**config.mk**
```make
export PLATFORM = sky130hd
export DESIGN_NAME = pilot_gain_eq
export DESIGN_NICKNAME = d
export VERILOG_FILES = /design/src/rtl/pam_rx_pkg.sv /design/src/rtl/sat_shift.sv /design/src/rtl/pilot_gain_eq.sv
export SDC_FILE = /design/constraint.sdc
export NUM_CORES = 1
export LEC_CHECK = 0
export ABC_CLOCK_PERIOD_IN_PS = 4500
export CORE_MARGIN = 5
export CORE_UTILIZATION = 30
export DETAILED_ROUTE_END_ITERATION = 12
export MAX_ROUTING_LAYER = met4
export SLEW_MARGIN = 20
export SYNTH_ARGS = -nofsm -noshare
export SYNTH_HDL_FRONTEND = slang
export SYNTH_SLANG_ARGS = --single-unit
```
**constraint.sdc**
```tcl
create_clock -name clk -period 4.5 [get_ports clk]
set_input_delay 1.125 -clock clk [delete_from_list [all_inputs] [get_ports clk]]
set_output_delay 1.125 -clock clk [all_outputs]
set_load 0.01 [all_outputs]
```
**src/rtl/pam_rx_pkg.sv**
```systemverilog
// Shared PAM receive types and constants: gain FSM states, gain shift width, lock threshold helper.
// Latency: n/a (declarations only).
// Backpressure: n/a.
package pam_rx_pkg;

  // Width of the gain_shift field (covers shifts 0..7).
  localparam int GAIN_SHIFT_W = 3;

  typedef enum logic [1:0] {
    IDLE = 2'd0,
    ACC  = 2'd1,
    CALC = 2'd2
  } gain_state_t;

  // A pilot is considered usable once its corrected mean reaches 3/4 of the
  // nominal unattenuated mean.
  function automatic int lock_thresh(input int pilot_ref);
    return (3 * pilot_ref) / 4;
  endfunction

endpackage

```
**src/rtl/sat_shift.sv**
```systemverilog
// Signed arithmetic left shift with clamp to the W-bit two's complement range; flags when clamping occurred.
// Latency: combinational, 0 cycles.
// Backpressure: none (pure function of its inputs).
// Ports: din (W-bit signed sample), shift (0..MAX_SHIFT), dout (clamped result), clamp (1 when dout was limited).
module sat_shift
  import pam_rx_pkg::*;
#(
  parameter int W         = 12,
  parameter int MAX_SHIFT = 3
) (
  input  logic signed [W-1:0]            din,
  input  logic        [GAIN_SHIFT_W-1:0] shift,
  output logic signed [W-1:0]            dout,
  output logic                           clamp
);

  localparam int WW = W + MAX_SHIFT;

  // Range limits expressed in the widened domain.
  localparam logic signed [WW-1:0] SAT_MAX = {{(MAX_SHIFT+1){1'b0}}, {(W-1){1'b1}}};
  localparam logic signed [WW-1:0] SAT_MIN = {{(MAX_SHIFT+1){1'b1}}, {(W-1){1'b0}}};

  logic signed [WW-1:0] ext;
  logic signed [WW-1:0] shifted;

  always_comb begin
    // Headroom of MAX_SHIFT bits means the shift itself can never wrap.
    ext     = {{MAX_SHIFT{din[W-1]}}, din};
    shifted = ext <<< shift;
    clamp   = 1'b0;
    dout    = shifted[W-1:0];
    if (shifted > SAT_MAX) begin
      dout  = SAT_MAX[W-1:0];
      clamp = 1'b1;
    end else if (shifted < SAT_MIN) begin
      dout  = SAT_MIN[W-1:0];
      clamp = 1'b1;
    end
  end

endmodule

```
**src/rtl/pilot_gain_eq.sv**
```systemverilog
// Pilot-driven power-of-two gain equalizer: averages |x| over a pilot window, picks a shift, applies it with saturation.
// Latency: 1 cycle sample-in to sample-out; new gain applies to the first sample after the CALC cycle.
// Backpressure: none; consumes every valid sample, output valid mirrors input valid one cycle later.
// Ports: clk, rst (sync, active-high); data_in/data_in_vld sample in; pilot_start marks first pilot sample;
//        data_out/data_out_vld corrected sample; gain_shift/gain_lock/pilot_fail estimate status;
//        sat_cnt clamp counter, present only when PILOT_GAIN_SAT_CNT_EN is defined.
module pilot_gain_eq
  import pam_rx_pkg::*;
#(
  parameter int AD_CVER_WIDTH = 12,
  parameter int PILOT_LEN     = 16,
  parameter int PILOT_REF     = 1024,
  parameter int MAX_SHIFT     = 3
) (
  input  logic                            clk,
  input  logic                            rst,
  input  logic signed [AD_CVER_WIDTH-1:0] data_in,
  input  logic                            data_in_vld,
  input  logic                            pilot_start,
  output logic signed [AD_CVER_WIDTH-1:0] data_out,
  output logic                            data_out_vld,
  output logic        [GAIN_SHIFT_W-1:0]  gain_shift,
  output logic                            gain_lock,
  output logic                            pilot_fail
`ifdef PILOT_GAIN_SAT_CNT_EN
  ,output logic       [15:0]              sat_cnt
`endif
);

  localparam int W        = AD_CVER_WIDTH;
  localparam int LOG2_LEN = $clog2(PILOT_LEN);
  localparam int ACC_W    = W + 1 + LOG2_LEN;
  localparam int CNT_W    = LOG2_LEN + 1;
  localparam int THRESH   = lock_thresh(PILOT_REF);

  gain_state_t              state, state_nxt;
  logic [ACC_W-1:0]         acc, acc_nxt;
  logic [CNT_W-1:0]         cnt, cnt_nxt;
  logic [GAIN_SHIFT_W-1:0]  shift_nxt;
  logic                     lock_nxt, fail_nxt;
  logic                     start_acc;
  logic [W:0]               mag;
  logic [W:0]               mean;
  logic signed [W-1:0]      sat_y;
  logic                     sat_clamp;

  // |x| in W+1 bits so the most-negative sample maps to +2^(W-1).
  always_comb begin
    mag = {data_in[W-1], data_in};
    if (data_in[W-1]) mag = ~mag + 1'b1;
  end

  assign mean = acc[ACC_W-1:LOG2_LEN];

  sat_shift #(
    .W         (W),
    .MAX_SHIFT (MAX_SHIFT)
  ) u_sat_shift (
    .din   (data_in),
    .shift (gain_shift),
    .dout  (sat_y),
    .clamp (sat_clamp)
  );

  always_comb begin
    state_nxt = state;
    acc_nxt   = acc;
    cnt_nxt   = cnt;
    shift_nxt = gain_shift;
    lock_nxt  = gain_lock;
    fail_nxt  = pilot_fail;
    start_acc = 1'b0;
    case (state)
      IDLE, ACC: begin
        if (pilot_start) begin
          // A new pilot (also a restart mid-ACC) seeds from the current sample.
          start_acc = 1'b1;
          state_nxt = ACC;
          acc_nxt   = data_in_vld ? ACC_W'(mag) : '0;
          cnt_nxt   = data_in_vld ? CNT_W'(1) : '0;
        end else if (state == ACC && data_in_vld) begin
          acc_nxt = acc + ACC_W'(mag);
          cnt_nxt = cnt + 1'b1;
        end
        if (state_nxt == ACC && cnt_nxt == CNT_W'(PILOT_LEN)) state_nxt = CALC;
      end
      CALC: begin
        shift_nxt = GAIN_SHIFT_W'(MAX_SHIFT);
        lock_nxt  = 1'b0;
        fail_nxt  = 1'b1;
        // Descending scan so the smallest qualifying shift is the one kept.
        for (int s = MAX_SHIFT; s >= 0; s--) begin
          if (({{(31-W){1'b0}}, mean} << s) >= 32'(THRESH)) begin
            shift_nxt = GAIN_SHIFT_W'(s);
            lock_nxt  = 1'b1;
            fail_nxt  = 1'b0;
          end
        end
        state_nxt = IDLE;
        acc_nxt   = '0;
        cnt_nxt   = '0;
      end
      default: begin
        state_nxt = IDLE;
        acc_nxt   = '0;
        cnt_nxt   = '0;
      end
    endcase
  end

  always_ff @(posedge clk) begin
    if (rst) begin
      state      <= IDLE;
      acc        <= '0;
      cnt        <= '0;
      gain_shift <= '0;
      gain_lock  <= 1'b0;
      pilot_fail <= 1'b0;
    end else begin
      state      <= state_nxt;
      acc        <= acc_nxt;
      cnt        <= cnt_nxt;
      gain_shift <= shift_nxt;
      gain_lock  <= lock_nxt;
      pilot_fail <= fail_nxt;
    end
  end

  always_ff @(posedge clk) begin
    if (rst) begin
      data_out     <= '0;
      data_out_vld <= 1'b0;
    end else begin
      data_out_vld <= data_in_vld;
      if (data_in_vld) data_out <= sat_y;
    end
  end

`ifdef PILOT_GAIN_SAT_CNT_EN
  // Clear wins over a clamp on the accepting cycle; the counter sticks at all-ones.
  always_ff @(posedge clk) begin
    if (rst || start_acc) begin
      sat_cnt <= '0;
    end else if (data_in_vld && sat_clamp && sat_cnt != 16'hFFFF) begin
      sat_cnt <= sat_cnt + 16'd1;
    end
  end
`else
  logic sat_unused;
  assign sat_unused = sat_clamp ^ start_acc;
`endif

endmodule

```
==> results.cfg <==
[layout]
drive_gt1_frac = 0.118
fin_cells = 552
nFillCells = 1084
stdcell_area_mm2 = 0.00377
utilization = 0.370
fin_nets = 448
num_antenna_cells = 0
area_delta_synth_final_pct = 21.9

[sta]
max_freq_ghz = 0.244
skew_ns = 0.00513
finalHoldViolations = 0
period_share = 0.912
setup_viol = 0
min_period_ns = 4.10
drv_slew = 0
max_slew_margin = 0.467
tns_ns = 0
tightest_slew_ns = 0.799
rsz0062_at_grt = false

[routing]
antenna_left = 0
drtPass1Iterations = 4
via_per_inst = 5.33
wl_um = 8530
wl_per_cell_um = 15.5
drc = 0
initialDrtViolationCount = 179
vias = 2943

[setup_path]
slowest_delay_ns = 0.52
cp_num_buf_inv = 2
reg2reg_depth = 7
critPathRequiredTime_ns = 4.73
cp.arrival_ns = 4.33
crit_family = simple AND/OR/NAND/NOR gates
startpoint_type = input port
cpMaxStageDelayCell = or4_4
startpoint = data_in[1]
reg2reg_slack_ns = 2.15
r2r-end = acc[8]$_SDFFE_PP0P_
end_kind = flip-flop
reg2reg_from = acc[0]$_SDFFE_PP0P_
path_cells = clkdlybuf4s50_1 -> buf_4 -> or4_4 -> o41ai_2 -> xnor2_1 -> ha_1 -> o21ai_0 -> a221oi_1 -> nand2_1 -> or4_1 -> nand4_1
criticalPathCategory = in -> reg
path_max_fanout = 4

[clock_network]
path_clk_slew_ns = 0.08
clock_path_buffers = 2
cts.sinks = 41
cts_setup_buffers = 0
cts_tree = done
clk_latency_ns = 0.29
cts_root_buf = clkbuf_8
cts-buffers-inserted = 5
cts_hold_buf = 0
post_cts_resized = 0
htreeDepth = 2

[pwr]
p_switching_uw = 288
combPwrFrac = 0.270
seqPwrFrac = 0.406
power_density_mw_per_mm2 = 257
vdd_drop_max_v = 0.000123
clockPowerShare = 0.325
netSwitchingFraction = 0.297
power.internal_uw = 680
p_leak_nw = 1.43

[yosys]
async_flop_share = 0
synth_edf_count = 0
ys_types = 67
seq_area_frac_synth = 0.265
syn_inst = 376
syn_area_mm2 = 0.00309
ys_seq_elements = 41
ys.warnings.count = 0
postSynthAreaPerCell_um2 = 8.22
ys.flop_type = dfxtp_1

[min_path]
whs_path_depth = 2
hp-start = gain_lock$_SDFFE_PP0N_
min_to = gain_lock$_SDFFE_PP0N_
hp-class = reg -> reg

[placement]
port_buffers = 32
place_area_mm2 = 0.00365
dp_hpwl_um = 6480
place_congestion = 0.898
dp.cells = 544

[grt]
grt_pass1_wl_um = 14300
grt_max_degree = 22
grt_remaining_overflow = 0
antenna_found_initial = 0
grt_pass1_vias = 2805
grt_use_total = 0.141

[flow_run]
drv_cap = 0

[floorplanning]
die_x_um = 112
coreArea_mm2 = 0.0102
die_area_mm2 = 0.0124
num_io_pins = 34
initial_core_util = 0.304
fp.dieH_um = 112
rows = 37

[outcome]
status = finished, final reports clean
[worst register-to-register path: stages, from the launching register on]
cell and delay [ns]:
dfxtp_1 0.32, ha_1 0.21, fa_1 0.44, a211oi_1 0.30
o21bai_1 0.16, a221o_1 0.32, a221oi_1 0.38, o21ai_0 0.12
[metrics by stage]
step	worst slack, ns	hold slack, ns	power [mW]
final	0.397	0.471	0.967
after global routing	0.195	0.505	1.02
after floorplan	0.680	0.437	0.562
after detailed placement	0.112	0.465	0.660
after CTS	0.401	0.478	0.978
after global placement	0.161	0.460	0.656
[area by class of cell]
class	instances	area (um^2)	share of cell area
clock inverter	1	30.0	0.00797
tap	136	170	0.0451
clock buffer	7	86.3	0.0229
sequential	41	821	0.218
timing repair buffer	56	500	0.133
multi-input combinational	303	2130	0.566
inverter	8	30.0	0.00797
[flip-flops by register name, indices dropped and copies added, names as in the netlist]
signal        cells
acc              17
data_out         12
cnt               5
gain_shift        2
state             2
data_out_vld      1
gain_lock         1
pilot_fail        1
[synth_stat cells (3+ instances only)]
cell type | number | area, um^2
a211oi_1 | 7 | 52.6
a21boi_0 | 5 | 37.5
a21o_1 | 11 | 82.6
a21oi_1 | 23 | 115
a221oi_1 | 3 | 26.3
a32oi_1 | 3 | 26.3
and2_1 | 5 | 31.3
and3_1 | 4 | 25.0
buf_2 | 6 | 30.0
clkbuf_1 | 15 | 56.3
dfxtp_1 | 41 | 821
ha_1 | 16 | 200
inv_1 | 8 | 30.0
mux2i_1 | 6 | 60.1
mux4_2 | 5 | 113
nand2_1 | 32 | 120
nand2b_1 | 9 | 56.3
nand3_1 | 14 | 70.1
nand4_1 | 6 | 37.5
nor2_1 | 24 | 90.1
nor3_1 | 12 | 60.1
nor3b_1 | 3 | 22.5
o211ai_1 | 3 | 22.5
o21a_1 | 3 | 22.5
o21ai_0 | 28 | 140
o21ai_1 | 3 | 15.0
o22ai_1 | 6 | 37.5
o31ai_1 | 3 | 22.5
or3_1 | 6 | 37.5
or4_4 | 3 | 33.8
xnor2_1 | 14 | 123
xor2_1 | 4 | 35.0
[placed cells by master (no fill, tap or decap), types with 3 or more instances in the layout]
cell type        netlist  routed
inv_1                  8       8
xnor2_1               14      14
a32oi_1                3       3
nand2_1               32      32
or3_1                  6       6
nand2b_1               9       9
mux2i_1                6       6
nor3b_1                3       3
o21ai_1                3       3
o22ai_1                6       6
buf_4                  1      24
a221oi_1               3       3
dfxtp_1               41      41
nor3_1                12      12
nand3_1               14      14
nor2_1                24      24
mux4_2                 5       5
clkbuf_8               0       6
and3_1                 4       4
a211oi_1               7       7
and2_1                 5       5
a21o_1                11      11
or4_4                  3       3
ha_1                  16      16
a21oi_1               23      23
nand4_1                6       6
o31ai_1                3       3
clkdlybuf4s50_1        0      32
o21ai_0               28      28
o211ai_1               3       3
xor2_1                 4       4
a21boi_0               5       5
o21a_1                 3       3
[how the worst max path moves through the flow]
stage / end / slack (ns) / cells past startpoint
2_1_floorplan: acc[15]$_SDFFE_PP0P_ / 0.68 / 11
3_3_place_gp: acc[12]$_SDFFE_PP0P_ / 0.16 / 11
3_5_place_dp: acc[12]$_SDFFE_PP0P_ / 0.11 / 11
4_1_cts: acc[12]$_SDFFE_PP0P_ / 0.40 / 11
5_1_grt: acc[12]$_SDFFE_PP0P_ / 0.19 / 11
6_report: acc[12]$_SDFFE_PP0P_ / 0.40 / 11
[power groups by stage]
stage,registers (mW),clock network (mW),logic (mW)
floorplan,0.400,0,0.161
global placement,0.400,0,0.256
detailed placement,0.401,0,0.259
CTS,0.393,0.325,0.260
global route,0.395,0.340,0.289
finish,0.393,0.314,0.261
[layer usage]
metal,global-route usage,vias to the layer above,part of all wire
li1,-,1478,-
met1,0.192,1389,0.49
met2,0.215,68,0.46
met3,0.0261,8,0.039
met4,0.0397,0,0.014
met5,-,-,0
[logic make-up after synthesis]
logic type,synth area share
multiplexers,0.0680
buffers and inverters,0.0461
adder cells (fa/ha/maj),0.0712
AO/OA/AOI/OAI,0.267
flip-flops,0.265
AND/OR/NAND/NOR,0.230
XOR/XNOR,0.0510
other,0.00121
(Power assumes the default switching activity.)
